## src/rtl/counter_modn_tap.sv

```systemverilog
// counter_modn_tap
//   Parametrised modulo-N step counter for the encoder path. Counts encoder
//   strobes up or down over 0..MODULUS-1, either wrapping or stopping at the
//   terminal value (one-shot). Emits a one-cycle pgt pulse when a step lands
//   on TAP and a one-cycle tc pulse when a step lands on the terminal value.
//
//   Parameters
//     WIDTH    counter width, 2**WIDTH >= MODULUS
//     MODULUS  number of count states, >= 2
//     TAP      count value that fires pgt, < MODULUS
//
//   Ports
//     clk      in   rising-edge clock
//     clear    in   asynchronous active-low reset
//     en       in   step enable, one step per cycle
//     up       in   direction, 1 = up, 0 = down
//     wrap     in   1 = modular wrap, 0 = one-shot
//     restart  in   synchronous reload to start(up), priority over en
//     count    out  current count
//     pgt      out  one-cycle pulse when a step lands on TAP
//     tc       out  one-cycle pulse when a step lands on term(up)
//     done     out  high while the one-shot is finished
module counter_modn_tap #(
  parameter int WIDTH   = 3,
  parameter int MODULUS = 7,
  parameter int TAP     = 4
) (
  input  logic             clk,
  input  logic             clear,
  input  logic             en,
  input  logic             up,
  input  logic             wrap,
  input  logic             restart,
  output logic [WIDTH-1:0] count,
  output logic             pgt,
  output logic             tc,
  output logic             done
);

  if ((MODULUS < 2) || (TAP < 0) || (TAP >= MODULUS) ||
      ((longint'(1) << WIDTH) < longint'(MODULUS))) begin : g_bad_params
    $error("counter_modn_tap: illegal WIDTH/MODULUS/TAP combination");
  end

  localparam logic [WIDTH-1:0] MaxV = WIDTH'(MODULUS - 1);
  localparam logic [WIDTH-1:0] TapV = WIDTH'(TAP);

  typedef enum logic {
    RUN,
    DONE
  } state_e;

  state_e           state_q, state_d;
  logic [WIDTH-1:0] count_q, count_d;
  logic             pgt_q, pgt_d;
  logic             tc_q, tc_d;
  logic             done_q, done_d;

  logic [WIDTH-1:0] term_v;
  logic [WIDTH-1:0] start_v;
  logic [WIDTH-1:0] step_v;

  always_comb begin
    term_v  = up ? MaxV : '0;
    start_v = up ? '0 : MaxV;
    step_v  = up ? (count_q + WIDTH'(1)) : (count_q - WIDTH'(1));
  end

  always_comb begin
    state_d = state_q;
    count_d = count_q;
    pgt_d   = 1'b0;
    tc_d    = 1'b0;
    done_d  = done_q;

    if (restart) begin
      // Reload never pulses, even when start equals TAP or terminal.
      count_d = start_v;
      state_d = RUN;
      done_d  = 1'b0;
    end else if (en) begin
      unique case (state_q)
        RUN: begin
          if (count_q != term_v) begin
            count_d = step_v;
            pgt_d   = (step_v == TapV);
            if (step_v == term_v) begin
              tc_d = 1'b1;
              if (!wrap) begin
                state_d = DONE;
                done_d  = 1'b1;
              end
            end
          end else if (wrap) begin
            // Wrap lands on start(up), which differs from term(up): no tc.
            count_d = start_v;
            pgt_d   = (start_v == TapV);
          end else begin
            // Already at terminal in one-shot mode (e.g. direction changed).
            state_d = DONE;
            done_d  = 1'b1;
          end
        end
        DONE: begin
        end
        default: begin
          state_d = RUN;
        end
      endcase
    end
  end

  always_ff @(posedge clk or negedge clear) begin
    if (!clear) begin
      state_q <= RUN;
      count_q <= '0;
      pgt_q   <= 1'b0;
      tc_q    <= 1'b0;
      done_q  <= 1'b0;
    end else begin
      state_q <= state_d;
      count_q <= count_d;
      pgt_q   <= pgt_d;
      tc_q    <= tc_d;
      done_q  <= done_d;
    end
  end

  assign count = count_q;
  assign pgt   = pgt_q;
  assign tc    = tc_q;
  assign done  = done_q;

endmodule

```

## config.mk

```make
export PLATFORM = sky130hd
export DESIGN_NAME = counter_modn_tap
export DESIGN_NICKNAME = d
export VERILOG_FILES = /design/src/rtl/counter_modn_tap.sv
export SDC_FILE = /design/constraint.sdc
export NUM_CORES = 1
export LEC_CHECK = 0
export ABC_AREA = 1
export BUFFER_PORTS_ARGS = -buffer_cell sky130_fd_sc_hd__buf_2
export CORE_UTILIZATION = 23
export DETAILED_ROUTE_END_ITERATION = 12
export PLACE_DENSITY_LB_ADDON = 0.25
export SYNTH_ARGS = -nofsm -noshare
export SYNTH_HDL_FRONTEND = slang
export SYNTH_SLANG_ARGS = --single-unit
```

## constraint.sdc

```tcl
create_clock -name clk -period 3.6 [get_ports clk]
set_clock_uncertainty 0.1 [all_clocks]
set_input_delay 0.36 -clock clk [delete_from_list [all_inputs] [get_ports clk]]
set_output_delay 0.36 -clock clk [all_outputs]
set_load 0.005 [all_outputs]
```

; Word level (Yosys, flattened, before mapping)
; Index checks and enable logic that the tools add are counted.
[totals]
reg_bits = 7
wordCells = 47
in_bits = 6
[classes]
n_mux = 30
reduce_logical = 4
eq_ne = 6
addsub = 2
[op_table]
columns = cell, count
row1 = 3-bit two-way mux, 8
row2 = 1-bit two-way mux, 22
row3 = "3-bit equality test, second input constant", 2
row4 = 3-bit AND reduction, 2
row5 = "3-bit by 1-bit adder with 3-bit output, second input constant", 1
row6 = 3-bit equality test, 1
row7 = "3-bit by 2-bit inequality test with 1-bit output, second input constant", 1
row8 = 3-bit inequality test, 1
row9 = 3-bit nonzero test, 1
row10 = "3-bit by 1-bit subtractor with 3-bit output, second input constant", 1
row11 = "2-bit inequality test, second input constant", 1
row12 = 2-bit nonzero test, 1

; Longest topological paths before layout
; Gate-level depths: netlist of the first run.
[logic_depth]
ltp_word = 8
depth_mapped = 10
mapped_depth_nobuf = 10

; Least setup slack after synthesis of the first run
; Ideal clock, no wire load.
[synth_timing]
kind = reg-to-reg
start = reg count_q[0], in the netlist count[0]
end = reg done_q, in the netlist done
arrival_time_ps = 1597
t_required_ps = 3427
synth_period_minus_slack_ps = 1770
stages_incl_launch_ff = 9
setup_ps = 73
setup_slack_ps = 1830
path_buffers = 0
path_cell_list = dfrtp_1 > inv_1 > fa_1 > or2_0 > nand3_2 > nand3_2 > nand2_2 > nand2_2 > a21oi_2
[synth_between]
elab_chain_len = 5
elab_cells_between_ends = 11
classes_between = add/sub: 2 / eq/ne: 3 / mux: 5 / reduce/logical: 1
[synth_rtl]
columns = element, line_no
row1 = "start, declared", 54  ; logic [WIDTH-1:0] count_q, count_d;
row2 = "start signal, assigned", 122  ; count_q <= count_d;
row3 = "3-bit by 1-bit subtractor with 3-bit output, or another cell as far along", 66  ; step_v = up ? (count_q + WIDTH'(1)) : (count_q - WIDTH'(1));
row4 = 3-bit two-way mux or 1-bit two-way mux (tied branches), "66, 84"
row5 = 3-bit equality test or 1-bit two-way mux (tied branches), "87, 82"
row6 = 3-bit by 2-bit inequality test with 1-bit output (no line) or 1-bit two-way mux (tied branches), -
row7 = 3-bit AND reduction (no line) or 1-bit two-way mux (tied branches), -
row8 = "end signal, assigned", 125  ; done_q <= done_d;
row9 = "end, declared", 57  ; logic done_q, done_d;
; Parallel ways exist; a longest one is shown, timed or not. The select of a mux whose other input is x is not followed.
; A chain may end at the register's enable or synchronous reset.

; Worst setup path in the final report of the first run
; Ends and elaborated chain as after synthesis.

==> impl_metrics.sql, run 1 <==
INSERT INTO impl_metrics (metric_group, metric, value, unit) VALUES
('outcome', 'outcome', 'completed', ''),
('layout', 'layout-drive-gt1-share', '0.351', ''),
('yosys', 'post-synth-top-area-fraction', '0.374', ''),
('grt', 'grt_start_max_net_pins', '8', ''),
('layout', 'antenna_cells_inserted', '0', ''),
('sta', 'final-hold-violation-count', '0', ''),
('floorplan', 'fp.coreArea', '1820', 'um2'),
('grt', 'gr-usage-all-layers', '0.0990', ''),
('power', 'power-per-cell-area', '641', 'nW/um2'),
('clock_network', 'cts-buffers-inserted', '3', ''),
('power', 'switching_share', '0.421', ''),
('yosys', 'async_flop_share', '1.00', ''),
('clock_network', 'post_cts.repair.setup_buffers', '0', ''),
('power', 'internal_power', '219', 'uW'),
('placed_design', 'dp_hpwl', '738', 'um'),
('yosys', 'synth_top_cell_by_area', 'sky130_fd_sc_hd__dfrtp_1', ''),
('critical_path', 'worst_setup_sp', 'count[0]$_DFFE_PN0P_', ''),
('critical_path', 'setup.worst_path.class', 'reg -> reg', ''),
('min_path', 'hold_path_class', 'in -> reg', ''),
('sta', 'worstMarginPinSlew', '226', 'ps'),
('layout', 'post_layout_nonfiller_instances', '99', ''),
('yosys', 'synthesis.nets', '68', ''),
('power', 'p_clk_frac', '0.185', ''),
('clock_network', 'cts_resized', '0', ''),
('grt', 'overflow', '0', ''),
('sta', 'fin_setup_tns', '0', 'ps'),
('detailed_routing', 'vias', '399', ''),
('clock_network', 'cts.path.max_buffers', '2', ''),
('sta', 'worst_slew_margin_rel', '0.850', ''),
('detailed_routing', 'routed_wire_length_per_instance', '8.96', 'um'),
('sta', 'final_period_minus_worst_setup_slack', '1870', 'ps'),
('yosys', 'yosysUniqueCellTypes', '16', ''),
('clock_network', 'cts_root_buffer', 'sky130_fd_sc_hd__clkbuf_4', ''),
('yosys', 'ys_top_cells_by_count', 'sky130_fd_sc_hd__nand2_1 (12), sky130_fd_sc_hd__dfrtp_1 (7), sky130_fd_sc_hd__inv_1 (7)', ''),
('sta', 'share_of_the_clock_period_used_by_the_worst_path', '0.518', ''),
('yosys', 'yosys_register_bits', '7', ''),
('clock_network', 'tritoncts', 'done', ''),
('yosys', 'yosysSeqAreaShare', '0.374', ''),
('yosys', 'synth.area.top_cells', 'sky130_fd_sc_hd__dfrtp_1 (37%), sky130_fd_sc_hd__nand2_1 (9.6%), sky130_fd_sc_hd__nand3_2 (8.6%)', ''),
('floorplan', 'die_height', '47.1', 'um'),
('yosys', 'postSynthCellCount', '58', ''),
('yosys', 'yosys_most_used_dff', 'sky130_fd_sc_hd__dfrtp_1', ''),
('yosys', 'number_of_synthesized_flops_with_an_enable_pin', '0', ''),
('detailed_routing', 'drc_errors', '0', ''),
('clock_network', 'clk_pin_slew_worst_paths', '50', 'ps'),
('yosys', 'netlist_area', '468', 'um2'),
('run', 'drv.max_cap_violation_count', '0', ''),
('floorplan', 'num_io_pins', '12', ''),
('detailed_routing', 'drt_first_pass_iters', '3', ''),
('floorplan', 'rows', '15', ''),
('critical_path', 'cp_max_fo', '6', ''),
('detailed_routing', 'antenna_violating_nets_post_route', '0', ''),
('floorplan', 'initial_core_util', '0.257', ''),
('grt', 'antenna_found_initial', '0', ''),
('grt', 'vias_in_the_first_global_route', '364', ''),
('placed_design', 'routabilityCongestion', '0.819', ''),
('floorplan', 'die_x', '47.1', 'um'),
('detailed_routing', 'met2_wire_length', '380', 'um'),
('placed_design', 'numPortBuffers', '11', ''),
('critical_path', 'critical_register_to_register_path_startpoint', 'count[0]$_DFFE_PN0P_', ''),
('placed_design', 'dpl.cell_count', '94', ''),
('floorplan', 'die_area', '2220', 'um2'),
('critical_path', 'critical_path_arrival', '1950', 'ps'),
('detailed_routing', 'met3_length', '55', 'um'),
('clock_network', 'cts_htree_levels', '1', ''),
('layout', 'area_growth_syn_to_layout', '26.2', '%'),
('clock_network', 'ctsHoldBuffers', '1', ''),
('grt', 'grt_first_pass_wirelength', '1460', 'um'),
('detailed_routing', 'drt_first_iter_violations', '6', ''),
('power', 'pwr-share-comb', '0.506', ''),
('detailed_routing', 'met1Wirelength', '451', 'um');
[critical path, cell delays in order (launching register included)]
cell                      delay [ps]
sky130_fd_sc_hd__dfrtp_1         440
sky130_fd_sc_hd__inv_1           110
sky130_fd_sc_hd__fa_1            500
sky130_fd_sc_hd__or2_0           250
sky130_fd_sc_hd__nand3_2          80
sky130_fd_sc_hd__nand3_2          90
sky130_fd_sc_hd__nand2_2          80
sky130_fd_sc_hd__nand2_2          50
sky130_fd_sc_hd__a21oi_2         100
[per-stage QoR]
stage	power [mW]	utilization	hold WS, ps	cell area (um2)	worst slack, ps
after global placement	0.312	0.304	106	554	1690
final	0.379	0.324	212	591	1730
after CTS	0.384	0.324	205	591	1710
after global routing	0.417	0.324	201	591	1620
after detailed placement	0.310	0.304	105	554	1710
after floorplan	0.258	-	-35.6	468	1830
[cell usage in the layout, fill, tap and decap left out]
cell                            instances
sky130_fd_sc_hd__nand2_1               12
sky130_fd_sc_hd__buf_2                 11
sky130_fd_sc_hd__inv_1                  7
sky130_fd_sc_hd__dfrtp_1                7
sky130_fd_sc_hd__nand3_1                5
sky130_fd_sc_hd__inv_2                  4
sky130_fd_sc_hd__nand3_2                4
sky130_fd_sc_hd__o21ai_1                4
sky130_fd_sc_hd__nand2_2                3
sky130_fd_sc_hd__nor2_1                 3
sky130_fd_sc_hd__ha_1                   3
sky130_fd_sc_hd__clkbuf_4               3
sky130_fd_sc_hd__or2_0                  1
sky130_fd_sc_hd__nor3b_1                1
sky130_fd_sc_hd__a21oi_1                1
sky130_fd_sc_hd__a21oi_2                1
sky130_fd_sc_hd__nand4_1                1
sky130_fd_sc_hd__fa_1                   1
sky130_fd_sc_hd__clkbuf_1               1
sky130_fd_sc_hd__dlygate4sd3_1          1
[logic make-up after synthesis]
group	count (synthesis)	share of synthesized area
fa+ha+maj	4	0.123
flops	7	0.374
buf+inv	11	0.0882
compound gates	6	0.0722
simple gates	30	0.342
[power groups by stage]
stage	clock network, mW	registers [mW]	logic [mW]
2_1_floorplan	0	0.119	0.138
3_3_place_gp	0	0.120	0.192
3_5_place_dp	0	0.119	0.191
4_1_cts	0.0730	0.118	0.193
5_1_grt	0.0772	0.121	0.218
6_report	0.0699	0.117	0.192
[final cells by class]
cell class                      instances  area [um2]  area share
Multi-Input combinational cell         40         251       0.426
Sequential cell                         7         175       0.297
Timing Repair Buffer                   12        65.1       0.110
Inverter                               11        41.3      0.0699
Tap cell                               25        31.3      0.0530
Clock buffer                            4        26.3      0.0445
[sequential cells by signal, indices dropped and copies added (netlist names)]
register,flops
pgt,1
state_q,1
tc,1
done,1
count,3
[metal layers]
layer / vias up / track usage
li1: 217 / -
met1: 169 / 0.114
met2: 13 / 0.153
met3: 0 / 0.0577
met4: 0 / 0.0343
met5: - / 0
[path summary, 6_finish.rpt]
kind,endpoint,slack (ps),depth (start not counted)
worst max-delay path,done$_DFFE_PN0P_,1730,8
max in group asynchronous,count[1]$_DFFE_PN0P_,2860,2
min in group asynchronous,done$_DFFE_PN0P_,370,2
worst max register to register,done$_DFFE_PN0P_,1730,8
worst min-delay path,done$_DFFE_PN0P_,210,2
worst min register to register,done$_DFFE_PN0P_,420,2
(Power assumes the default switching activity.)
==> run 2: changes to the inputs <==
==> constraint.sdc (replaced) <==
create_clock -name clk -period 1.7 [get_ports clk]
set_clock_uncertainty 0.1 [all_clocks]
set_input_delay 0.17 -clock clk [delete_from_list [all_inputs] [get_ports clk]]
set_output_delay 0.17 -clock clk [all_outputs]
set_load 0.005 [all_outputs]
==> run 2 against run 1 <==
- clock power grew 120%
- first-iteration DRC count shrank 33%
- critical path depth is the same
- wire length grew 7.7%
- flip-flop and latch count is the same
- highest routed layer unchanged
- clock-buffer cell count is the same
==> impl_metrics.sql, run 2 (synthesized netlist as in run 1, its figures left out) <==
INSERT INTO impl_metrics (metric_group, metric, value, unit) VALUES
('outcome', 'outcome', 'completed', ''),
('grt', 'antenna_found_initial', '0', ''),
('layout', 'layout-drive-gt1-share', '0.494', ''),
('sta', 'final-hold-violation-count', '0', ''),
('power', 'internal_power', '535', 'uW'),
('detailed_routing', 'drt_first_pass_iters', '2', ''),
('power', 'overall_power_after_layout', '909', 'uW'),
('grt', 'vias_in_the_first_global_route', '402', ''),
('clock_network', 'clk-insertion-delay-late', '250', 'ps'),
('layout', 'final_core_util', '0.357', ''),
('clock_network', 'cts_root_buffer', 'sky130_fd_sc_hd__clkbuf_4', ''),
('sta', 'postLayoutSetupSlackWorst', '7.96', 'ps'),
('power', 'p_leak', '0.336', 'nW'),
('power', 'power_switching', '374', 'uW'),
('clock_network', 'tritoncts', 'done', ''),
('clock_network', 'cts_num_sinks', '7', ''),
('power', 'power-per-cell-area', '1400', 'nW/um2'),
('sta', 'max_clock_freq', '591', 'MHz'),
('power', 'peak_vdd_ir', '0.000581', 'V'),
('floorplan', 'die_height', '47.1', 'um'),
('detailed_routing', 'detail_route.vias_per_cell', '3.98', ''),
('power', 'pwr-share-comb', '0.562', ''),
('detailed_routing', 'routed_wire_length_per_instance', '9.18', 'um'),
('critical_path', 'setup.worst_path.class', 'reg -> reg', ''),
('critical_path', 'critical_path_arrival', '1780', 'ps'),
('layout', 'final_cell_mix', 'sky130_fd_sc_hd__nand2_1 (11), sky130_fd_sc_hd__buf_2 (11), sky130_fd_sc_hd__inv_2 (6), sky130_fd_sc_hd__nand3_2 (6), sky130_fd_sc_hd__dfrtp_1 (6)', ''),
('layout', 'area_growth_syn_to_layout', '38.8', '%'),
('layout', 'antenna_cells_inserted', '0', ''),
('clock_network', 'cts.path.max_buffers', '2', ''),
('placed_design', 'numPortBuffers', '11', ''),
('detailed_routing', 'vias', '414', ''),
('sta', 'share_of_the_clock_period_used_by_the_worst_path', '0.995', ''),
('layout', 'design.final.nets', '90', ''),
('critical_path', 'critical_path_startpoint_category', 'register', ''),
('detailed_routing', 'drc_errors', '0', ''),
('critical_path', 'required', '1790', 'ps'),
('layout', 'layout.filler_cells', '213', ''),
('floorplan', 'fp.coreArea', '1820', 'um2'),
('power', 'switching_share', '0.411', ''),
('layout', 'largest_register_ff_count', '3', ''),
('sta', 'drv_slew', '0', ''),
('sta', 'final-setup-viol-count', '0', ''),
('sta', 'worstMarginPinSlew', '206', 'ps'),
('detailed_routing', 'antenna_violating_nets_post_route', '0', ''),
('grt', 'overflow', '0', ''),
('floorplan', 'num_io_pins', '12', ''),
('detailed_routing', 'routed_wirelength', '955', 'um'),
('run', 'drv.max_cap_violation_count', '0', ''),
('floorplan', 'rows', '15', ''),
('power', 'p_clk_frac', '0.170', ''),
('min_path', 'hold_path_class', 'in -> reg', ''),
('power', 'power.sequential.fraction', '0.268', ''),
('sta', 'worst_slew_margin_rel', '0.863', ''),
('placed_design', 'routabilityCongestion', '0.795', ''),
('clock_network', 'cts-buffers-inserted', '3', ''),
('floorplan', 'die_x', '47.1', 'um'),
('grt', 'gr-usage-all-layers', '0.119', ''),
('sta', 'grt_setup_unrepaired', 'true', ''),
('clock_network', 'clk_pin_slew_worst_paths', '60', 'ps'),
('placed_design', 'dp_hpwl', '750', 'um'),
('sta', 'final_period_minus_worst_setup_slack', '1690', 'ps'),
('grt', 'grt_start_max_net_pins', '8', ''),
('floorplan', 'initial_core_util', '0.257', ''),
('floorplan', 'die_area', '2220', 'um2'),
('critical_path', 'cp_max_fo', '2', ''),
('clock_network', 'cts_htree_levels', '1', ''),
('sta', 'hold-worst-slack', '10.4', 'ps'),
('grt', 'grt_first_pass_wirelength', '1750', 'um'),
('placed_design', 'dp_worst_setup_slack', '0.264', 'ps'),
('critical_path', 'critPathCaptureType', 'register', ''),
('detailed_routing', 'drt_first_iter_violations', '4', '');
-- run 2: cell types whose count changed in the layout (fill, tap and decap cells not counted), sizes merged --
cell and change:
buf +5
-- run 2: what timing repair did --
action	4_1_cts	5_1_grt
endpoints found under the hold margin	7	0
resized for setup	2	4
hold buffers	1	0
setup endpoints to repair	3	5
setup buffers	0	1
-- run 2: power by group through the flow --
| stage | Combinational (mW) | Clock [mW] | Sequential (mW) |
|---|---|---|---|
| after floorplan | 0.293 | 0 | 0.255 |
| final | 0.511 | 0.154 | 0.244 |
| after global routing | 0.581 | 0.168 | 0.251 |
| after CTS | 0.481 | 0.163 | 0.245 |
| after detailed placement | 0.466 | 0 | 0.245 |
| after global placement | 0.475 | 0 | 0.243 |
-- run 2: final cells by class --
cell class | instances | area, um2 | share of cell area
multi-input combinational | 40 | 272 | 0.418
sequential | 7 | 176 | 0.272
timing repair buffer | 17 | 103 | 0.158
inverter | 11 | 41.3 | 0.0636
tap | 25 | 31.3 | 0.0482
clock buffer | 4 | 26.3 | 0.0405
-- run 2: per-layer routing --
layer,track usage,share of wire,vias to the layer above
li1,-,-,226
met1,0.152,0.52,176
met2,0.178,0.41,12
met3,0.0462,0.075,0
met4,0.0514,0,0
met5,0,0,-
-- run 2: critical path: stages (launching register included) --
cell                      delay [ps]
sky130_fd_sc_hd__dfrtp_2         400
sky130_fd_sc_hd__inv_2            70
sky130_fd_sc_hd__fa_1            430
sky130_fd_sc_hd__or2_0           220
sky130_fd_sc_hd__nand3_2          90
sky130_fd_sc_hd__nand3_2          90
sky130_fd_sc_hd__nand2_2          80
sky130_fd_sc_hd__nand2_2          50
sky130_fd_sc_hd__a21oi_2         100
-- run 2: path summary, 6_finish.rpt --
| path | from | end | slack, ps | cells past startpoint |
|---|---|---|---|---|
| worst max-delay path | count[0]$_DFFE_PN0P_ | done$_DFFE_PN0P_ | 8 | 8 |
| worst min-delay path | restart | done$_DFFE_PN0P_ | 10 | 2 |
| worst max register to register | count[0]$_DFFE_PN0P_ | done$_DFFE_PN0P_ | 8 | 8 |
| worst min register to register | done$_DFFE_PN0P_ | done$_DFFE_PN0P_ | 430 | 2 |
| max in group asynchronous | clear | count[0]$_DFFE_PN0P_ | 1130 | 2 |
| min in group asynchronous | clear | count[1]$_DFFE_PN0P_ | 180 | 2 |
-- run 2: per-stage QoR --
step | std cells | TNS [ps] | cell area [um2]
detailed placement | 98 | 0 | 586
floorplan | 58 | 0 | 469
finish | 104 | 0 | 649
CTS | 103 | -1.96 | 627
global placement | 98 | -2.14 | 586
global route | 104 | -150 | 649
==> run 3: changes to the inputs <==
--- a/config.mk
+++ b/config.mk
@@ -6,9 +6,9 @@
 export NUM_CORES = 1
 export LEC_CHECK = 0
 export ABC_AREA = 1
-export BUFFER_PORTS_ARGS = -buffer_cell sky130_fd_sc_hd__buf_2
 export CORE_UTILIZATION = 23
 export DETAILED_ROUTE_END_ITERATION = 12
+export DONT_BUFFER_PORTS = 1
 export PLACE_DENSITY_LB_ADDON = 0.25
 export SYNTH_ARGS = -nofsm -noshare
 export SYNTH_HDL_FRONTEND = slang
==> run 3 against run 2 <==
- the run now ends with hold timing, setup timing left
- utilization fell by 2.6 points
- power fell by 3.9%
- largest power group unchanged
- cell count fell by 11%
- setup slack got worse by 30 ps
- wire length rose by 4.6%
- critical path depth did not move
- via count fell by 5.3%
- cell area fell by 7.3%
- non-clock buffer count fell by 11
- first-iteration DRC count rose to 2.5 times the previous value
==> impl_metrics.sql, run 3 (synthesized netlist as in run 1, its figures left out) <==
INSERT INTO impl_metrics (metric_group, metric, value, unit) VALUES
('floorplan', 'num_io_pins', '12', ''),
('outcome', 'outcome', 'complete, but fails checks', ''),
('floorplan', 'die_x', '47.1', 'um'),
('grt', 'antenna_found_initial', '0', ''),
('detailed_routing', 'drc_errors', '0', ''),
('clock_network', 'clk_pin_slew_worst_paths', '60', 'ps'),
('sta', 'postLayoutSetupSlackWorst', '-21.9', 'ps'),
('layout', 'final_cell_mix', 'sky130_fd_sc_hd__nand2_1 (11), sky130_fd_sc_hd__inv_2 (6), sky130_fd_sc_hd__nand3_2 (6), sky130_fd_sc_hd__dfrtp_1 (6), sky130_fd_sc_hd__inv_1 (5)', ''),
('detailed_routing', 'drt_first_pass_iters', '4', ''),
('sta', 'final-setup-viol-count', '2', ''),
('grt', 'vias_in_the_first_global_route', '421', ''),
('power', 'peak_vdd_ir', '0.000556', 'V'),
('critical_path', 'critical_path_arrival', '1810', 'ps'),
('grt', 'overflow', '0', ''),
('sta', 'max_clock_freq', '581', 'MHz'),
('power', 'power-per-cell-area', '1450', 'nW/um2'),
('power', 'p_leak', '0.286', 'nW'),
('placed_design', 'dp_hpwl', '772', 'um'),
('outcome', 'violations', 'hold timing, setup timing', ''),
('layout', 'design.final.nets', '79', ''),
('grt', 'gr-usage-all-layers', '0.126', ''),
('floorplan', 'die_area', '2220', 'um2'),
('floorplan', 'die_height', '47.1', 'um'),
('clock_network', 'cts-buffers-inserted', '3', ''),
('run', 'drv.max_cap_violation_count', '0', ''),
('layout', 'layout.filler_cells', '202', ''),
('layout', 'antenna_cells_inserted', '0', ''),
('detailed_routing', 'detail_route.vias_per_cell', '4.22', ''),
('detailed_routing', 'drt_first_iter_violations', '10', ''),
('critical_path', 'critPathCaptureType', 'register', ''),
('floorplan', 'fp.coreArea', '1820', 'um2'),
('sta', 'hold-worst-slack', '-142', 'ps'),
('clock_network', 'clk-insertion-delay-late', '260', 'ps'),
('clock_network', 'cts_htree_levels', '1', ''),
('critical_path', 'worst_path_largest_cell_delay', '420', 'ps'),
('layout', 'final_core_util', '0.331', ''),
('sta', 'grt_setup_unrepaired', 'true', ''),
('floorplan', 'rows', '15', ''),
('clock_network', 'cts_num_sinks', '7', ''),
('clock_network', 'tritoncts', 'done', ''),
('sta', 'worstMarginPinSlew', '332', 'ps'),
('critical_path', 'critical_path_startpoint_category', 'register', ''),
('grt', 'grt_start_max_net_pins', '8', ''),
('sta', 'final-hold-violation-count', '2', ''),
('detailed_routing', 'routed_wire_length_per_instance', '10.7', 'um'),
('sta', 'share_of_the_clock_period_used_by_the_worst_path', '1.01', ''),
('clock_network', 'cts.path.max_buffers', '2', ''),
('critical_path', 'setup.worst_path.class', 'reg -> reg', ''),
('layout', 'largest_register_ff_count', '3', ''),
('floorplan', 'initial_core_util', '0.257', ''),
('sta', 'drv_slew', '0', ''),
('sta', 'final_period_minus_worst_setup_slack', '1720', 'ps'),
('detailed_routing', 'antenna_violating_nets_post_route', '0', ''),
('critical_path', 'cp_max_fo', '2', ''),
('sta', 'fin_setup_tns', '-41.9', 'ps'),
('layout', 'layout-drive-gt1-share', '0.426', ''),
('detailed_routing', 'vias', '392', ''),
('critical_path', 'required', '1790', 'ps'),
('layout', 'area_growth_syn_to_layout', '28.6', '%'),
('sta', 'worst_slew_margin_rel', '0.778', ''),
('grt', 'grt_first_pass_wirelength', '1840', 'um'),
('clock_network', 'cts_root_buffer', 'sky130_fd_sc_hd__clkbuf_4', ''),
('placed_design', 'numPortBuffers', '0', ''),
('min_path', 'hold_path_class', 'in -> reg', ''),
('placed_design', 'routabilityCongestion', '0.777', ''),
('detailed_routing', 'routed_wirelength', '999', 'um'),
('layout', 'layout.cells.most_common', 'sky130_fd_sc_hd__nand2_1', ''),
('critical_path', 'cp_slowest_cell', 'sky130_fd_sc_hd__fa_2', ''),
('critical_path', 'timing.critical_path.cells', 'inv_2 -> fa_2 -> or2_1 -> nand3_2 -> nand3_2 -> nand2_2 -> nand2_2 -> a21oi_2', '');
==> run 3: changes by cell type in the layout (fill, tap and decap cells not counted) <==
cell and change:
sky130_fd_sc_hd__dlygate4sd3_1 +1, sky130_fd_sc_hd__or2_1 +1, sky130_fd_sc_hd__nor2_1 -1, sky130_fd_sc_hd__buf_4 -1
sky130_fd_sc_hd__nor2_2 +1, sky130_fd_sc_hd__fa_1 -1, sky130_fd_sc_hd__buf_2 -11, sky130_fd_sc_hd__or2_0 -1
sky130_fd_sc_hd__fa_2 +1
==> run 3: what timing repair did <==
item                                   4_1_cts  5_1_grt
pin swaps                                    0        5
cloned                                       0        0
gates resized for setup                      2        7
hold buffers                                 1        1
setup buffers                                0        1
setup endpoints to repair                    3        7
endpoints found under the hold margin        9        3
==> run 3: where the power goes <==
group,switching (mW),internal [mW],leakage [nW],total [mW]
sequential,0.0396,0.211,0.0904,0.251
clock,0.0632,0.0897,0.0150,0.153
combinational,0.268,0.202,0.181,0.469
==> run 3: final cells by class <==
cell class              count  area (um2)  share of cell area
inverters                  11        41.3              0.0686
flip-flops and latches      7         176               0.293
clock buffers               4        26.3              0.0437
well taps                  25        31.3              0.0520
repair buffers              6        50.0              0.0832
multi-input cells          40         277               0.459
==> run 3: path summary, 6_finish.rpt <==
| path | cells past startpoint | from | end | slack, ps |
|---|---|---|---|---|
| max in group asynchronous | 1 | clear | count[0]$_DFFE_PN0P_ | 1090 |
| worst min register to register | 2 | state_q$_DFFE_PN0N_ | state_q$_DFFE_PN0N_ | 440 |
| worst max register to register | 8 | count[0]$_DFFE_PN0P_ | done$_DFFE_PN0P_ | -20 |
| min in group asynchronous | 1 | clear | state_q$_DFFE_PN0N_ | 140 |
| worst max-delay path | 8 | count[0]$_DFFE_PN0P_ | done$_DFFE_PN0P_ | -20 |
| worst min-delay path | 1 | restart | done$_DFFE_PN0P_ | -140 |
==> run 3: per-stage QoR <==
stage	hold slack, ps	instance area, um2	worst slack (ps)	std cells	power (mW)
after floorplan	-226	469	8.32	58	0.549
after global placement	-225	523	-10.3	86	0.673
after detailed placement	-225	523	-11.7	86	0.676
after CTS	-142	564	-12.2	91	0.845
after global routing	-153	602	-142	93	0.982
final	-142	602	-21.9	93	0.873
==> run 3: metal layers <==
layer	wire length [um]	global-route usage	vias to the layer above
met1	473	0.150	178
met2	424	0.192	13
met4	0	0.0171	0
met3	101	0.0885	0
li1	-	-	201
met5	0	0	-
==> run 3: worst max-delay path: cells and delay by family, from the launching register on <==
kind | cells | cell delay (ps)
adder cells (fa/ha/maj) | 1 | 420
buffers and inverters | 1 | 80
AO/OA/AOI/OAI | 1 | 100
AND/OR/NAND/NOR | 5 | 550
flip-flops | 1 | 400
